File: src/rtl/encoder_fec_pkg.sv
// Shared types and code-word layout for the Hamming SECDED encoder/decoder pair.
// Code positions 1..12 live in bits 0..11, bit 12 is overall parity, bits 15:13 are padding.
package encoder_fec_pkg;

    localparam int DATA_WIDTH    = 8;
    localparam int HAMMING_WIDTH = 16;
    localparam int COUNT_WIDTH   = 16;
    localparam int CODE_BITS     = 13;

    typedef logic [DATA_WIDTH-1:0]    message_data_t;
    typedef logic [HAMMING_WIDTH-1:0] encoded_message_data_t;
    typedef logic [3:0]               syndrome_t;

    typedef enum logic [1:0] {
        DEC_CLEAN,
        DEC_CORRECTED,
        DEC_UNCORRECTABLE
    } decode_status_t;

    // Bit index of d0..d7 inside the code word (d0 is element 0).
    localparam logic [DATA_WIDTH-1:0][3:0] DATA_BIT_IDX = {
        4'd11, 4'd10, 4'd9, 4'd8, 4'd6, 4'd5, 4'd4, 4'd2
    };

    function automatic message_data_t extract_data(input logic [CODE_BITS-1:0] code);
        message_data_t data;
        for (int i = 0; i < DATA_WIDTH; i++) begin
            data[i] = code[DATA_BIT_IDX[i]];
        end
        return data;
    endfunction

endpackage

File: src/rtl/hamming_syndrome.sv
// Combinational syndrome and overall-parity check for one 16-bit code word.
module hamming_syndrome
    import encoder_fec_pkg::*;
(
    input  encoded_message_data_t word,
    output syndrome_t             syndrome,
    output logic                  parity
);

    logic unused_padding;
    assign unused_padding = ^word[HAMMING_WIDTH-1:CODE_BITS];

    // Syndrome is the XOR of the 1-based positions of every set bit in [11:0].
    always_comb begin
        syndrome = '0;
        for (int i = 0; i < CODE_BITS - 1; i++) begin
            if (word[i]) begin
                syndrome = syndrome ^ syndrome_t'(i + 1);
            end
        end
        parity = ^word[CODE_BITS-1:0];
    end

endmodule

File: src/rtl/decoder_fec.sv
// Two-stage valid/ready SECDED decoder: stage 1 holds word + syndrome, stage 2 holds
// corrected data and status; saturating counters track corrected/uncorrectable words.
module decoder_fec
    import encoder_fec_pkg::*;
(
    input  logic                   clk,
    input  logic                   rst_n,
    input  logic                   in_valid,
    output logic                   in_ready,
    input  encoded_message_data_t  in_data,
    output logic                   out_valid,
    input  logic                   out_ready,
    output message_data_t          out_data,
    output logic                   out_corrected,
    output logic                   out_uncorrectable,
    input  logic                   clear_counters,
    output logic [COUNT_WIDTH-1:0] corrected_count,
    output logic [COUNT_WIDTH-1:0] uncorrectable_count
);

    syndrome_t in_syndrome;
    logic      in_parity;

    hamming_syndrome u_syndrome (
        .word     (in_data),
        .syndrome (in_syndrome),
        .parity   (in_parity)
    );

    logic                 s1_valid;
    logic [CODE_BITS-1:0] s1_code;
    syndrome_t            s1_syndrome;
    logic                 s1_parity;

    logic                 s2_valid;
    message_data_t        s2_data;
    decode_status_t       s2_status;

    logic                 s1_load;
    logic                 s2_load;

    // A stage may load when it is empty or the stage after it is moving.
    assign s2_load  = !s2_valid || out_ready;
    assign s1_load  = !s1_valid || s2_load;
    assign in_ready = s1_load;

    logic [CODE_BITS-1:0] fixed_code;
    decode_status_t       s1_status;

    always_comb begin
        fixed_code = s1_code;
        s1_status  = DEC_CLEAN;
        if (s1_parity) begin
            if (s1_syndrome == '0) begin
                s1_status = DEC_CORRECTED;
            end else if (s1_syndrome <= syndrome_t'(CODE_BITS - 1)) begin
                s1_status  = DEC_CORRECTED;
                fixed_code = s1_code ^ (CODE_BITS'(1) << (s1_syndrome - 4'd1));
            end else begin
                s1_status = DEC_UNCORRECTABLE;
            end
        end else if (s1_syndrome != '0) begin
            s1_status = DEC_UNCORRECTABLE;
        end
    end

    always_ff @(posedge clk or negedge rst_n) begin
        if (!rst_n) begin
            s1_valid    <= 1'b0;
            s1_code     <= '0;
            s1_syndrome <= '0;
            s1_parity   <= 1'b0;
        end else if (s1_load) begin
            s1_valid <= in_valid;
            if (in_valid) begin
                s1_code     <= in_data[CODE_BITS-1:0];
                s1_syndrome <= in_syndrome;
                s1_parity   <= in_parity;
            end
        end
    end

    // Uncorrectable words keep the raw extracted data since fixed_code is untouched.
    always_ff @(posedge clk or negedge rst_n) begin
        if (!rst_n) begin
            s2_valid  <= 1'b0;
            s2_data   <= '0;
            s2_status <= DEC_CLEAN;
        end else if (s2_load) begin
            s2_valid <= s1_valid;
            if (s1_valid) begin
                s2_data   <= extract_data(fixed_code);
                s2_status <= s1_status;
            end
        end
    end

    assign out_valid         = s2_valid;
    assign out_data          = s2_data;
    assign out_corrected     = (s2_status == DEC_CORRECTED);
    assign out_uncorrectable = (s2_status == DEC_UNCORRECTABLE);

    always_ff @(posedge clk or negedge rst_n) begin
        if (!rst_n) begin
            corrected_count     <= '0;
            uncorrectable_count <= '0;
        end else if (clear_counters) begin
            corrected_count     <= '0;
            uncorrectable_count <= '0;
        end else if (out_valid && out_ready) begin
            if (out_corrected && (corrected_count != '1)) begin
                corrected_count <= corrected_count + 1'b1;
            end
            if (out_uncorrectable && (uncorrectable_count != '1)) begin
                uncorrectable_count <= uncorrectable_count + 1'b1;
            end
        end
    end

endmodule

File: config.mk
export PLATFORM = sky130hd
export DESIGN_NAME = decoder_fec
export DESIGN_NICKNAME = d
export VERILOG_FILES = /design/src/rtl/encoder_fec_pkg.sv /design/src/rtl/hamming_syndrome.sv /design/src/rtl/decoder_fec.sv
export SDC_FILE = /design/constraint.sdc
export NUM_CORES = 1
export LEC_CHECK = 0
export CAP_MARGIN = 30
export CORE_UTILIZATION = 40
export DETAILED_ROUTE_END_ITERATION = 6
export GPL_TIMING_DRIVEN = 1
export REMOVE_ABC_BUFFERS = 1
export SLEW_MARGIN = 20
export SYNTH_ARGS = -nofsm -noshare
export SYNTH_HDL_FRONTEND = slang
export SYNTH_HIERARCHICAL = 1
export SYNTH_SLANG_ARGS = --single-unit
File: constraint.sdc
create_clock -name clk -period 4.2 [get_ports clk]
set_input_delay 0.84 -clock clk [delete_from_list [all_inputs] [get_ports clk]]
set_output_delay 0.84 -clock clk [all_outputs]
set_load 0.05 [all_outputs]
==> results of run 1 <==
-- Yosys cell counts, types with 5 or more instances --
master	instances
sky130_fd_sc_hd__dfrtp_1	57
sky130_fd_sc_hd__nor2_1	30
sky130_fd_sc_hd__mux2_2	27
sky130_fd_sc_hd__nand2_1	24
sky130_fd_sc_hd__xnor2_1	18
sky130_fd_sc_hd__o21ai_0	17
sky130_fd_sc_hd__nor2b_1	16
sky130_fd_sc_hd__a21oi_1	15
sky130_fd_sc_hd__nand3_1	10
sky130_fd_sc_hd__clkbuf_1	9
sky130_fd_sc_hd__nand2b_1	9
sky130_fd_sc_hd__nand4_1	9
sky130_fd_sc_hd__nor3_1	8
sky130_fd_sc_hd__inv_1	6
sky130_fd_sc_hd__a211oi_1	5
sky130_fd_sc_hd__and3_1	5
-- cell type report --
cell class / count / area [µm²] / share of cell area (%)
inverter: 6 / 22.5 / 0.528
sequential: 57 / 1430 / 33.5
timing repair buffer: 63 / 621 / 14.6
multi-input combinational: 252 / 1780 / 41.7
tap: 102 / 128 / 2.99
clock buffer: 9 / 124 / 2.90
clock inverter: 7 / 166 / 3.90
-- routing by layer --
layer	global-route usage, %	vias up
met3	3.28	7
met5	0	-
li1	-	1319
met2	28.6	46
met1	24.5	1258
met4	7.42	0
-- stage by stage --
| step | hold WS [ps] | util, % | instances | total power, W | area [µm²] |
|---|---|---|---|---|---|
| 6_report | 485 | 54.6 | 496 | 0.00191 | 4260 |
| 5_1_grt | 526 | 54.6 | 496 | 0.00200 | 4260 |
| 4_1_cts | 488 | 54.6 | 496 | 0.00193 | 4260 |
| 3_5_place_dp | 471 | 50.9 | 480 | 0.00118 | 3970 |
| 3_3_place_gp | 465 | 50.9 | 480 | 0.00117 | 3970 |
| 2_1_floorplan | 457 | - | 315 | 0.00101 | 3230 |
-- where the power goes --
group	leakage, nW	internal (W)	switching, W
clock network	0.140	0.000515	0.000231
registers	0.743	0.000617	0.0000773
logic	0.796	0.000198	0.000272
total	1.68	0.00133	0.000580
-- path summary, 6_finish.rpt --
check                                  startpoint                 endpoint  slack (ps)  cells past startpoint
max                                     out_ready                 in_ready         950                      3
min                                   out_data[2]              out_data[2]         480                      2
max reg2reg                uncorrectable_count[0]  uncorrectable_count[12]        2050                      5
min reg2reg                           out_data[2]              out_data[2]         480                      2
max in group asynchronous                   rst_n             s2_status[1]        2770                      2
min in group asynchronous                   rst_n      corrected_count[12]         610                      1
-- placed cells by master, fill, tap and decap left out, types with 6 or more instances in the layout --
cell type                         count
sky130_fd_sc_hd__xnor2_1             18
sky130_fd_sc_hd__o21ai_0             17
sky130_fd_sc_hd__nand3_1             10
sky130_fd_sc_hd__nor2b_1             16
sky130_fd_sc_hd__nor2_1              30
sky130_fd_sc_hd__inv_1                6
sky130_fd_sc_hd__clkdlybuf4s50_1     60
sky130_fd_sc_hd__nand2_1             24
sky130_fd_sc_hd__a21oi_1             15
sky130_fd_sc_hd__nand2b_1             9
sky130_fd_sc_hd__dfrtp_1             57
sky130_fd_sc_hd__mux2_2              27
sky130_fd_sc_hd__nor3_1               8
sky130_fd_sc_hd__clkbuf_8             9
sky130_fd_sc_hd__nand4_1              9
-- worst max-delay path, stage by stage --
cell,delay [ps]
sky130_fd_sc_hd__clkdlybuf4s50_1,570
sky130_fd_sc_hd__nand3b_1,180
sky130_fd_sc_hd__clkdlybuf4s50_1,820
-- state kept, by name, indices dropped and copies added, names as in the netlist --
name,count
s1_valid,1
corrected_count,16
uncorrectable_count,16
out_data,8
s2_status,2
s1_parity,1
s1_code,8
out_valid,1
s1_syndrome,4
-- cell families after synthesis --
logic type | count (synthesis) | share of synthesized area (%)
XOR/XNOR | 25 | 8.47
AO/OA/AOI/OAI | 55 | 10.5
buffers and inverters | 16 | 1.84
adder cells (fa/ha/maj) | 2 | 0.767
flip-flops | 57 | 43.7
multiplexers | 30 | 10.2
AND/OR/NAND/NOR | 140 | 24.5
==> report_table.html, run 1 <==
<table>
<tr><th>Metric</th><th>Value</th></tr>
<tr><th colspan="2">Critical path</th></tr>
<tr><td>Nature of the critical path endpoint</td><td>primary output</td></tr>
<tr><td>Required time of the critical path</td><td>3360 ps</td></tr>
<tr><td>Critical-path maximum fanout</td><td>6</td></tr>
<tr><td>Startpoint type of the worst setup path</td><td>primary input</td></tr>
<tr><td>Critical path data arrival time</td><td>roughly 2400 ps</td></tr>
<tr><td>Crit Path Category</td><td>primary input to primary output</td></tr>
<tr><th colspan="2">Yosys</th></tr>
<tr><td>Synth Cell Area</td><td>0.00326 mm²</td></tr>
<tr><td>Number of flip-flops and latches in the synthesized netlist</td><td>57</td></tr>
<tr><td>Syn avg cell area</td><td>10.0 µm²</td></tr>
<tr><td>Leading area contributor after synthesis</td><td>sky130_fd_sc_hd__dfrtp_1</td></tr>
<tr><td>Top post-synthesis cells by area</td><td>sky130_fd_sc_hd__dfrtp_1, sky130_fd_sc_hd__mux2_2, sky130_fd_sc_hd__xnor2_1</td></tr>
<tr><td>Post-synthesis sequential area ratio</td><td>43.7%</td></tr>
<tr><td>Gate Count Post-Synth</td><td>around 330</td></tr>
<tr><td>Synth async-reset ratio</td><td>100%</td></tr>
<tr><td>Ys Warns</td><td>6</td></tr>
<tr><td>Top cell type's share of synthesized area</td><td>about 44%</td></tr>
<tr><td>Number of flops mapped to enable cells by yosys</td><td>0</td></tr>
<tr><td>Netlist cell types</td><td>48</td></tr>
<tr><td>Most common flop cell mapped by yosys</td><td>sky130_fd_sc_hd__dfrtp_1</td></tr>
<tr><th colspan="2">Timing</th></tr>
<tr><td>Slew margin rel.</td><td>36.4%</td></tr>
<tr><td>Slew of the pin with the lowest slew margin</td><td>951 ps</td></tr>
<tr><td>Final number of max-transition violations</td><td>0</td></tr>
<tr><td>Unrepaired setup endpoints after global routing</td><td>no</td></tr>
<tr><td>Worst clock skew</td><td>between 4 and 5 ps</td></tr>
<tr><td>Hold Fails Final Rpt</td><td>0</td></tr>
<tr><td>Fmax</td><td>0.308 GHz</td></tr>
<tr><td>Final total negative setup slack</td><td>0 ps</td></tr>
<tr><td>Final worst-path cycle share</td><td>about 77%</td></tr>
<tr><td>Worst Slack Setup Final</td><td>approximately 950 ps</td></tr>
<tr><td>Final setup vio count</td><td>0</td></tr>
<tr><td>Fin crit period</td><td>around 3200 ps</td></tr>
<tr><th colspan="2">Clocking</th></tr>
<tr><td>Bufs on Longest Clock Path</td><td>2</td></tr>
<tr><td>Quantity of hold-fixing buffers added after cts</td><td>0</td></tr>
<tr><td>Number of setup buffers added after CTS</td><td>0</td></tr>
<tr><td>TritonCTS clock tree</td><td>built</td></tr>
<tr><td>Number of levels in the clock H-tree</td><td>3</td></tr>
<tr><td>Clk sink count</td><td>between 50 and 60</td></tr>
<tr><td>Worst-Skew Late Latency</td><td>330 ps</td></tr>
<tr><td>Clock transition time at the flip-flop clock pins of the worst setup and hold paths</td><td>approximately 70 ps</td></tr>
<tr><td>Root Driver</td><td>sky130_fd_sc_hd__clkbuf_8</td></tr>
<tr><td>Resized cells post-CTS</td><td>0</td></tr>
<tr><td>Clock buffers created by TritonCTS</td><td>9</td></tr>
<tr><th colspan="2">Drt</th></tr>
<tr><td>Routed vias</td><td>2630</td></tr>
<tr><td>Routed wire length on met2</td><td>between 3000 and 4000 µm</td></tr>
<tr><td>Detailed-route wire length per cell</td><td>between 10 and 15 µm</td></tr>
<tr><td>Drt pass-1 iters</td><td>4</td></tr>
<tr><td>Post-route antenna net violation count</td><td>0</td></tr>
<tr><td>Highest routed layer</td><td>met4</td></tr>
<tr><td>Met3 WL</td><td>between 200 and 250 µm</td></tr>
<tr><td>Number of violations reported at the end of detailed-routing iteration 0</td><td>63</td></tr>
<tr><td>Number of vias per cell</td><td>around 5.3</td></tr>
<tr><td>Wire length the detailed router placed on met1</td><td>3470 µm</td></tr>
<tr><td>Post-route DRC violation count</td><td>0</td></tr>
<tr><td>Routed Wire Length</td><td>roughly 7200 µm</td></tr>
<tr><th colspan="2">Global route</th></tr>
<tr><td>Global Route Usage Sum</td><td>18.1%</td></tr>
<tr><td>Largest net degree at the start of global routing</td><td>36</td></tr>
<tr><td>Global route total overflow</td><td>0</td></tr>
<tr><td>Number of antenna violations at the first check in global routing</td><td>0</td></tr>
<tr><td>Number of global-route vias before repair</td><td>about 2500</td></tr>
<tr><td>Wire length of the first global-routing pass</td><td>between 10000 and 15000 µm</td></tr>
<tr><th colspan="2">Floorplanning</th></tr>
<tr><td>Number of placement rows</td><td>32</td></tr>
<tr><td>Initial standard-cell utilization of the core</td><td>41.8%</td></tr>
<tr><td>I/O Pins</td><td>65</td></tr>
<tr><td>Area of the placeable core</td><td>approximately 0.0078 mm²</td></tr>
<tr><td>Horiz. Die Dim</td><td>between 90 and 100 µm</td></tr>
<tr><td>Height of the chip</td><td>about 92 µm</td></tr>
<tr><td>DIE AREA</td><td>between 0.008 and 0.009 mm²</td></tr>
<tr><th colspan="2">Place</th></tr>
<tr><td>Count of buffers inserted at the top-level ports</td><td>about 60</td></tr>
<tr><td>Setup slack at placement</td><td>slightly above 900 ps</td></tr>
<tr><td>Detail Placement HPWL</td><td>5110 µm</td></tr>
<tr><td>Final GP Congestion</td><td>0.759</td></tr>
<tr><th colspan="2">Flow run</th></tr>
<tr><td>Max-cap viol count</td><td>0</td></tr>
<tr><th colspan="2">Final layout</th></tr>
<tr><td>Share of post-route cells with drive strength above 1</td><td>14.0%</td></tr>
<tr><td>Post-layout net count</td><td>~410</td></tr>
<tr><td>Final-layout fill cell count</td><td>706</td></tr>
<tr><td>Ant diodes</td><td>0</td></tr>
<tr><td>Synth-to-layout area growth</td><td>30.7%</td></tr>
<tr><th colspan="2">Pwr</th></tr>
<tr><td>Maximum VDD drop</td><td>approximately 0.25 mV</td></tr>
<tr><td>Areal power density over the cells</td><td>about 450 mW/mm²</td></tr>
<tr><td>Leakage</td><td>1.68 nW</td></tr>
<tr><th colspan="2">Outcome</th></tr>
<tr><td>Status</td><td>complete, no violations</td></tr>
<tr><th colspan="2">Worst hold path</th></tr>
<tr><td>Class of the worst hold path</td><td>flop to flop</td></tr>
</table>
Note: power is estimated with default switching activity, not from simulation.
==> inputs of run 2 (changes only) <==
Settings changed: PLACE_DENSITY set to 0.67.
Clock period 4.2 ns to 2.9 ns, I/O delays scaled along.
==> report_table.html, run 2 (same netlist as run 1, synthesis figures left out) <==
<table>
<tr><th>Metric</th><th>Value</th></tr>
<tr><th colspan="2">Timing</th></tr>
<tr><td>Worst Slack Setup Final</td><td>524 ps</td></tr>
<tr><td>Slew margin rel.</td><td>between 50 and 60%</td></tr>
<tr><td>Final worst-path cycle share</td><td>between 80% and 90%</td></tr>
<tr><td>Slew of the pin with the lowest slew margin</td><td>just under 700 ps</td></tr>
<tr><td>Final setup vio count</td><td>0</td></tr>
<tr><td>Final number of max-transition violations</td><td>0</td></tr>
<tr><td>Fmax</td><td>0.421 GHz</td></tr>
<tr><td>Final total negative setup slack</td><td>0 ps</td></tr>
<tr><td>Unrepaired setup endpoints after global routing</td><td>no</td></tr>
<tr><td>Worst clock skew</td><td>approximately 12 ps</td></tr>
<tr><td>Fin crit period</td><td>~2400 ps</td></tr>
<tr><td>Hold Fails Final Rpt</td><td>0</td></tr>
<tr><th colspan="2">Critical path</th></tr>
<tr><td>Cell family with most CP delay</td><td>buffers and inverters</td></tr>
<tr><td>Critical path data arrival time</td><td>roughly 1800 ps</td></tr>
<tr><td>Critical-path maximum fanout</td><td>7</td></tr>
<tr><td>Worst reg2reg startpoint</td><td>uncorrectable_count[0]</td></tr>
<tr><td>Reg2Reg Depth</td><td>5</td></tr>
<tr><td>Largest stage delay, worst path</td><td>slightly above 800 ps</td></tr>
<tr><td>Nature of the critical path endpoint</td><td>primary output</td></tr>
<tr><td>Buffers &amp; Inverters on Critical Path</td><td>1</td></tr>
<tr><td>Startpoint type of the worst setup path</td><td>flop</td></tr>
<tr><td>Cells traversed along the worst timing path</td><td>nor2b_1, clkdlybuf4s50_1</td></tr>
<tr><td>Capture point of the worst reg-to-reg path</td><td>uncorrectable_count[12]</td></tr>
<tr><td>Crit Path Category</td><td>flop to primary output</td></tr>
<tr><td>Setup slack of the most critical reg-to-reg path</td><td>~900 ps</td></tr>
<tr><td>Crit path max-delay cell type</td><td>sky130_fd_sc_hd__clkdlybuf4s50_1</td></tr>
<tr><td>Required time of the critical path</td><td>2320 ps</td></tr>
<tr><th colspan="2">Final layout</th></tr>
<tr><td>Post-layout net count</td><td>~420</td></tr>
<tr><td>Most frequent cells in the layout</td><td>sky130_fd_sc_hd__clkdlybuf4s50_1, sky130_fd_sc_hd__dfrtp_1, sky130_fd_sc_hd__nor2_1, sky130_fd_sc_hd__mux2_2, sky130_fd_sc_hd__nand2_1</td></tr>
<tr><td>Synth-to-layout area growth</td><td>29.2%</td></tr>
<tr><td>Final-layout fill cell count</td><td>roughly 740</td></tr>
<tr><td>Final Non-Filler Cells</td><td>500</td></tr>
<tr><td>Most common cell after layout, fill and taps aside</td><td>sky130_fd_sc_hd__clkdlybuf4s50_1</td></tr>
<tr><td>Share of post-route cells with drive strength above 1</td><td>14.8%</td></tr>
<tr><td>Registers with the most flip-flops</td><td>corrected_count x16, uncorrectable_count x16</td></tr>
<tr><td>Ant diodes</td><td>0</td></tr>
<tr><td>Post-Route Utilization</td><td>between 50% and 60%</td></tr>
<tr><th colspan="2">Pwr</th></tr>
<tr><td>Fraction of power spent switching nets</td><td>between 30% and 40%</td></tr>
<tr><td>Reg power frac</td><td>41.2%</td></tr>
<tr><td>Clock share of power</td><td>30.8%</td></tr>
<tr><td>Internal Dissipation</td><td>0.00162 W</td></tr>
<tr><td>Total Power</td><td>between 0.002 and 0.0025 W</td></tr>
<tr><td>Leakage</td><td>~1.7 nW</td></tr>
<tr><td>Switching power</td><td>a little over 0.0008 W</td></tr>
<tr><td>Areal power density over the cells</td><td>between 500 and 600 mW/mm²</td></tr>
<tr><td>Portion of total power attributed to combinational logic</td><td>27.9%</td></tr>
<tr><td>Maximum VDD drop</td><td>around 0.44 mV</td></tr>
<tr><th colspan="2">Drt</th></tr>
<tr><td>Wire length the detailed router placed on met1</td><td>between 3000 and 4000 µm</td></tr>
<tr><td>Number of violations reported at the end of detailed-routing iteration 0</td><td>90</td></tr>
<tr><td>Routed wire length on met2</td><td>~3500 µm</td></tr>
<tr><td>Routed vias</td><td>roughly 2700</td></tr>
<tr><td>Post-route antenna net violation count</td><td>0</td></tr>
<tr><td>Drt pass-1 iters</td><td>4</td></tr>
<tr><td>Highest routed layer</td><td>met4</td></tr>
<tr><td>Met3 WL</td><td>312 µm</td></tr>
<tr><td>Routed Wire Length</td><td>about 7000 µm</td></tr>
<tr><td>Number of vias per cell</td><td>5.37</td></tr>
<tr><td>Post-route DRC violation count</td><td>0</td></tr>
<tr><td>Detailed-route wire length per cell</td><td>about 14 µm</td></tr>
<tr><th colspan="2">Clocking</th></tr>
<tr><td>Root Driver</td><td>sky130_fd_sc_hd__clkbuf_8</td></tr>
<tr><td>Resized cells post-CTS</td><td>0</td></tr>
<tr><td>Clk sink count</td><td>57</td></tr>
<tr><td>TritonCTS clock tree</td><td>built</td></tr>
<tr><td>Quantity of hold-fixing buffers added after cts</td><td>0</td></tr>
<tr><td>Clock buffers created by TritonCTS</td><td>9</td></tr>
<tr><td>Number of setup buffers added after CTS</td><td>0</td></tr>
<tr><td>Number of levels in the clock H-tree</td><td>3</td></tr>
<tr><td>Worst-Skew Late Latency</td><td>between 300 and 400 ps</td></tr>
<tr><td>Clock transition time at the flip-flop clock pins of the worst setup and hold paths</td><td>roughly 60 ps</td></tr>
<tr><td>Bufs on Longest Clock Path</td><td>2</td></tr>
<tr><th colspan="2">Floorplanning</th></tr>
<tr><td>Height of the chip</td><td>a little over 90 µm</td></tr>
<tr><td>DIE AREA</td><td>~0.0085 mm²</td></tr>
<tr><td>Horiz. Die Dim</td><td>a little over 90 µm</td></tr>
<tr><td>Initial standard-cell utilization of the core</td><td>between 40% and 50%</td></tr>
<tr><td>Number of placement rows</td><td>32</td></tr>
<tr><td>I/O Pins</td><td>65</td></tr>
<tr><td>Area of the placeable core</td><td>0.00781 mm²</td></tr>
<tr><th colspan="2">Global route</th></tr>
<tr><td>Number of antenna violations at the first check in global routing</td><td>0</td></tr>
<tr><td>Largest net degree at the start of global routing</td><td>31</td></tr>
<tr><td>Number of global-route vias before repair</td><td>between 2000 and 3000</td></tr>
<tr><td>Wire length of the first global-routing pass</td><td>approximately 12000 µm</td></tr>
<tr><td>Global Route Usage Sum</td><td>roughly 18%</td></tr>
<tr><td>Global route total overflow</td><td>0</td></tr>
<tr><th colspan="2">Place</th></tr>
<tr><td>Count of buffers inserted at the top-level ports</td><td>just over 60</td></tr>
<tr><td>Final GP Congestion</td><td>about 0.81</td></tr>
<tr><td>Detail Placement HPWL</td><td>~5200 µm</td></tr>
<tr><td>Setup slack at placement</td><td>roughly 360 ps</td></tr>
<tr><td>Number of instances in the placed design</td><td>between 400 and 500</td></tr>
<tr><th colspan="2">Outcome</th></tr>
<tr><td>Status</td><td>complete, no violations</td></tr>
<tr><th colspan="2">Flow run</th></tr>
<tr><td>Max-cap viol count</td><td>0</td></tr>
<tr><th colspan="2">Worst hold path</th></tr>
<tr><td>Class of the worst hold path</td><td>primary input to async pin</td></tr>
</table>
[run 2: changes by cell type in the layout (fill, tap and decap cells not counted)]
cell                              change
sky130_fd_sc_hd__clkinvlp_4           -1
sky130_fd_sc_hd__clkdlybuf4s50_1      -1
sky130_fd_sc_hd__clkinv_4             -1
sky130_fd_sc_hd__clkinv_2             +2
sky130_fd_sc_hd__buf_4                +5
sky130_fd_sc_hd__clkbuf_1             +1
sky130_fd_sc_hd__buf_12               +1
sky130_fd_sc_hd__bufinv_16            -4
sky130_fd_sc_hd__clkbuf_8             +2
[run 2: metrics by stage]
stage          hold slack [ps]  cell area, µm²
2_1_floorplan              284            3230
6_report                   270            4220
5_1_grt                    315            4220
3_3_place_gp               465            4020
4_1_cts                    283            4220
3_5_place_dp               470            4020
[run 2: layer usage]
layer	vias up	global-route usage (%)
met4	0	7.42
li1	1324	-
met3	9	3.86
met2	71	30.0
met1	1283	22.0
met5	-	0
[run 2: worst register-to-register path, stage by stage (launching register included)]
cell	delay, ps
sky130_fd_sc_hd__dfrtp_1	420
sky130_fd_sc_hd__ha_1	290
sky130_fd_sc_hd__nand2_1	160
sky130_fd_sc_hd__nor3_2	390
sky130_fd_sc_hd__o2111a_1	280
sky130_fd_sc_hd__mux2_2	340
[run 2: worst max path at each step]
stage,from,end,depth (start not counted)
floorplan,out_valid,s1_code[10],3
global placement,out_ready,corrected_count[9],5
detailed placement,out_ready,corrected_count[7],6
CTS,s2_status[1],out_uncorrectable,2
global route,s2_status[1],out_uncorrectable,2
finish,s2_status[0],out_corrected,2
[run 2: layout make-up]
class | count | area, µm² | area share, %
Multi-Input combinational cell | 252 | 1780 | 42.1
Sequential cell | 57 | 1430 | 33.8
Timing Repair Buffer | 68 | 668 | 15.8
Clock buffer | 12 | 155 | 3.68
Tap cell | 102 | 128 | 3.03
Clock inverter | 3 | 40.0 | 0.950
Inverter | 6 | 22.5 | 0.534
[run 2: power groups by stage]
stage | Sequential (W) | Combinational, W | Clock [W]
3_3_place_gp | 0.00102 | 0.000683 | 0
5_1_grt | 0.00103 | 0.000740 | 0.000799
2_1_floorplan | 0.00113 | 0.000331 | 0
4_1_cts | 0.00101 | 0.000692 | 0.000773
3_5_place_dp | 0.00102 | 0.000692 | 0
6_report | 0.00101 | 0.000682 | 0.000752
==> inputs of run 3 (changes only) <==
Settings changed: PLACE_DENSITY 0.67 to not set.
Clock period 2.9 ns to 2.47 ns, I/O delays scaled along.
==> report_table.html, run 3 (same netlist as run 1, synthesis figures left out) <==
<table>
<tr><th>Metric</th><th>Value</th></tr>
<tr><th colspan="2">Final layout</th></tr>
<tr><td>Share of post-route cells with drive strength above 1</td><td>between 10% and 20%</td></tr>
<tr><td>Final-layout fill cell count</td><td>718</td></tr>
<tr><td>Post-layout net count</td><td>roughly 420</td></tr>
<tr><td>Multi-input gate area in the final layout</td><td>between 0.0015 and 0.002 mm²</td></tr>
<tr><td>Ant diodes</td><td>0</td></tr>
<tr><td>Combined flip-flop and latch cell area</td><td>between 0.001 and 0.0015 mm²</td></tr>
<tr><td>Most common cell after layout, fill and taps aside</td><td>sky130_fd_sc_hd__clkdlybuf4s50_1</td></tr>
<tr><td>Most frequent cells in the layout</td><td>sky130_fd_sc_hd__clkdlybuf4s50_1, sky130_fd_sc_hd__dfrtp_1, sky130_fd_sc_hd__nor2_1, sky130_fd_sc_hd__mux2_2, sky130_fd_sc_hd__nand2_1</td></tr>
<tr><td>Synth-to-layout area growth</td><td>31.0%</td></tr>
<tr><td>Registers with the most flip-flops</td><td>corrected_count x16, uncorrectable_count x16</td></tr>
<tr><th colspan="2">Floorplanning</th></tr>
<tr><td>Initial standard-cell utilization of the core</td><td>about two fifths</td></tr>
<tr><td>Height of the chip</td><td>92.3 µm</td></tr>
<tr><td>I/O Pins</td><td>65</td></tr>
<tr><td>DIE AREA</td><td>about 0.0085 mm²</td></tr>
<tr><td>Number of placement rows</td><td>32</td></tr>
<tr><td>Horiz. Die Dim</td><td>92.3 µm</td></tr>
<tr><td>Area of the placeable core</td><td>around 0.0078 mm²</td></tr>
<tr><th colspan="2">Timing</th></tr>
<tr><td>Slew margin rel.</td><td>49.4%</td></tr>
<tr><td>Unrepaired setup endpoints after global routing</td><td>no</td></tr>
<tr><td>Fin crit period</td><td>2270 ps</td></tr>
<tr><td>Final worst-path cycle share</td><td>92.0%</td></tr>
<tr><td>Final total negative setup slack</td><td>0 ps</td></tr>
<tr><td>Fmax</td><td>~0.44 GHz</td></tr>
<tr><td>Slew of the pin with the lowest slew margin</td><td>between 700 and 800 ps</td></tr>
<tr><td>Worst clock skew</td><td>between 9 and 10 ps</td></tr>
<tr><td>Final number of max-transition violations</td><td>0</td></tr>
<tr><td>Hold Fails Final Rpt</td><td>0</td></tr>
<tr><td>Hold Slack</td><td>about 150 ps</td></tr>
<tr><td>Final setup vio count</td><td>0</td></tr>
<tr><th colspan="2">Clocking</th></tr>
<tr><td>Quantity of hold-fixing buffers added after cts</td><td>0</td></tr>
<tr><td>Number of levels in the clock H-tree</td><td>3</td></tr>
<tr><td>Bufs on Longest Clock Path</td><td>2</td></tr>
<tr><td>Number of setup buffers added after CTS</td><td>0</td></tr>
<tr><td>Clk sink count</td><td>57</td></tr>
<tr><td>Root Driver</td><td>sky130_fd_sc_hd__clkbuf_8</td></tr>
<tr><td>Clock transition time at the flip-flop clock pins of the worst setup and hold paths</td><td>70 ps</td></tr>
<tr><td>Clock buffers created by TritonCTS</td><td>9</td></tr>
<tr><td>TritonCTS clock tree</td><td>built</td></tr>
<tr><td>Worst-Skew Late Latency</td><td>between 300 and 400 ps</td></tr>
<tr><td>Resized cells post-CTS</td><td>0</td></tr>
<tr><th colspan="2">Critical path</th></tr>
<tr><td>Crit Path Category</td><td>flop to primary output</td></tr>
<tr><td>Crit path max-delay cell type</td><td>sky130_fd_sc_hd__clkdlybuf4s50_1</td></tr>
<tr><td>Worst setup path startpoint</td><td>s2_status[0]</td></tr>
<tr><td>Startpoint type of the worst setup path</td><td>flop</td></tr>
<tr><td>Required time of the critical path</td><td>roughly 2000 ps</td></tr>
<tr><td>Largest stage delay, worst path</td><td>between 800 and 900 ps</td></tr>
<tr><td>Setup slack of the most critical reg-to-reg path</td><td>between 400 and 500 ps</td></tr>
<tr><td>Critical path data arrival time</td><td>around 1800 ps</td></tr>
<tr><td>Capture point of the worst reg-to-reg path</td><td>uncorrectable_count[15]</td></tr>
<tr><td>Critical path destination</td><td>out_corrected</td></tr>
<tr><td>Worst reg2reg startpoint</td><td>uncorrectable_count[0]</td></tr>
<tr><td>Critical-path maximum fanout</td><td>7</td></tr>
<tr><td>Nature of the critical path endpoint</td><td>primary output</td></tr>
<tr><td>Cells traversed along the worst timing path</td><td>nor2b_1, clkdlybuf4s50_1</td></tr>
<tr><td>Reg2Reg Depth</td><td>6</td></tr>
<tr><th colspan="2">Global route</th></tr>
<tr><td>Number of global-route vias before repair</td><td>between 2000 and 3000</td></tr>
<tr><td>Global route total overflow</td><td>0</td></tr>
<tr><td>Wire length of the first global-routing pass</td><td>around 12000 µm</td></tr>
<tr><td>Global Route Usage Sum</td><td>between 10% and 20%</td></tr>
<tr><td>Largest net degree at the start of global routing</td><td>58</td></tr>
<tr><td>Number of antenna violations at the first check in global routing</td><td>0</td></tr>
<tr><th colspan="2">Place</th></tr>
<tr><td>Detail Placement HPWL</td><td>about 5200 µm</td></tr>
<tr><td>Count of buffers inserted at the top-level ports</td><td>slightly above 60</td></tr>
<tr><td>Final GP Congestion</td><td>just under 0.8</td></tr>
<tr><th colspan="2">Drt</th></tr>
<tr><td>Post-route antenna net violation count</td><td>0</td></tr>
<tr><td>Routed Wire Length</td><td>7200 µm</td></tr>
<tr><td>Drt pass-1 iters</td><td>4</td></tr>
<tr><td>Routed vias</td><td>~2700</td></tr>
<tr><td>Post-route DRC violation count</td><td>0</td></tr>
<tr><td>Number of vias per cell</td><td>around 5.3</td></tr>
<tr><td>Detailed-route wire length per cell</td><td>~14 µm</td></tr>
<tr><td>Number of violations reported at the end of detailed-routing iteration 0</td><td>75</td></tr>
<tr><th colspan="2">Pwr</th></tr>
<tr><td>Leakage</td><td>approximately 1.7 nW</td></tr>
<tr><td>Areal power density over the cells</td><td>roughly 680 mW/mm²</td></tr>
<tr><td>Total Power</td><td>0.00289 W</td></tr>
<tr><td>Maximum VDD drop</td><td>0.423 mV</td></tr>
<tr><th colspan="2">Flow run</th></tr>
<tr><td>Max-cap viol count</td><td>0</td></tr>
<tr><th colspan="2">Worst hold path</th></tr>
<tr><td>Class of the worst hold path</td><td>primary input to async pin</td></tr>
<tr><th colspan="2">Outcome</th></tr>
<tr><td>Status</td><td>complete, no violations</td></tr>
</table>
[run 3: metal layers]
metal | GRT usage [%] | vias to the layer above | wire, µm
li1 | - | 1334 | -
met1 | 24.3 | 1295 | 3440
met2 | 30.1 | 50 | 3390
met3 | 3.12 | 11 | 242
met4 | 9.11 | 0 | 132
met5 | 0 | - | 0
[run 3: final cells by class]
type	instances	share of cell area, %
repair buffers	74	17.0
flip-flops and latches	57	33.4
clock buffers	12	3.63
well taps	102	2.99
clock inverters	3	0.937
inverters	6	0.527
multi-input cells	252	41.6
[run 3: where the power goes]
group          total, W  switching, W  internal [W]
clock          0.000880      0.000368      0.000512
sequential      0.00118      0.000133       0.00105
combinational  0.000825      0.000467      0.000358
total           0.00289      0.000968       0.00192
[run 3: stage by stage]
stage | cell area, µm² | cells | setup WS (ps) | utilization, %
after global routing | 4270 | 506 | 119 | 54.7
final | 4270 | 506 | 198 | 54.7
after detailed placement | 4080 | 491 | 9.30 | 52.2
after global placement | 4080 | 491 | 53.0 | 52.2
after floorplan | 3230 | 315 | 199 | -
after CTS | 4270 | 506 | 168 | 54.7
[run 3: how the worst min path moves through the flow]
| stage | startpoint | end | slack [ps] | depth (start not counted) |
|---|---|---|---|---|
| after floorplan | rst_n | corrected_count[0] | 200 | 0 |
| final | rst_n | corrected_count[12] | 150 | 2 |
| after global routing | rst_n | corrected_count[12] | 180 | 2 |
| after CTS | rst_n | corrected_count[12] | 160 | 2 |
| after detailed placement | out_data[7] | out_data[7] | 480 | 2 |
| after global placement | out_data[2] | out_data[2] | 460 | 2 |
[run 3: worst max-delay path, delay by kind of cell (launching register included)]
kind	cells	cell delay, ps
buffers and inverters	1	830
flip-flops	1	420
AND/OR/NAND/NOR	1	200
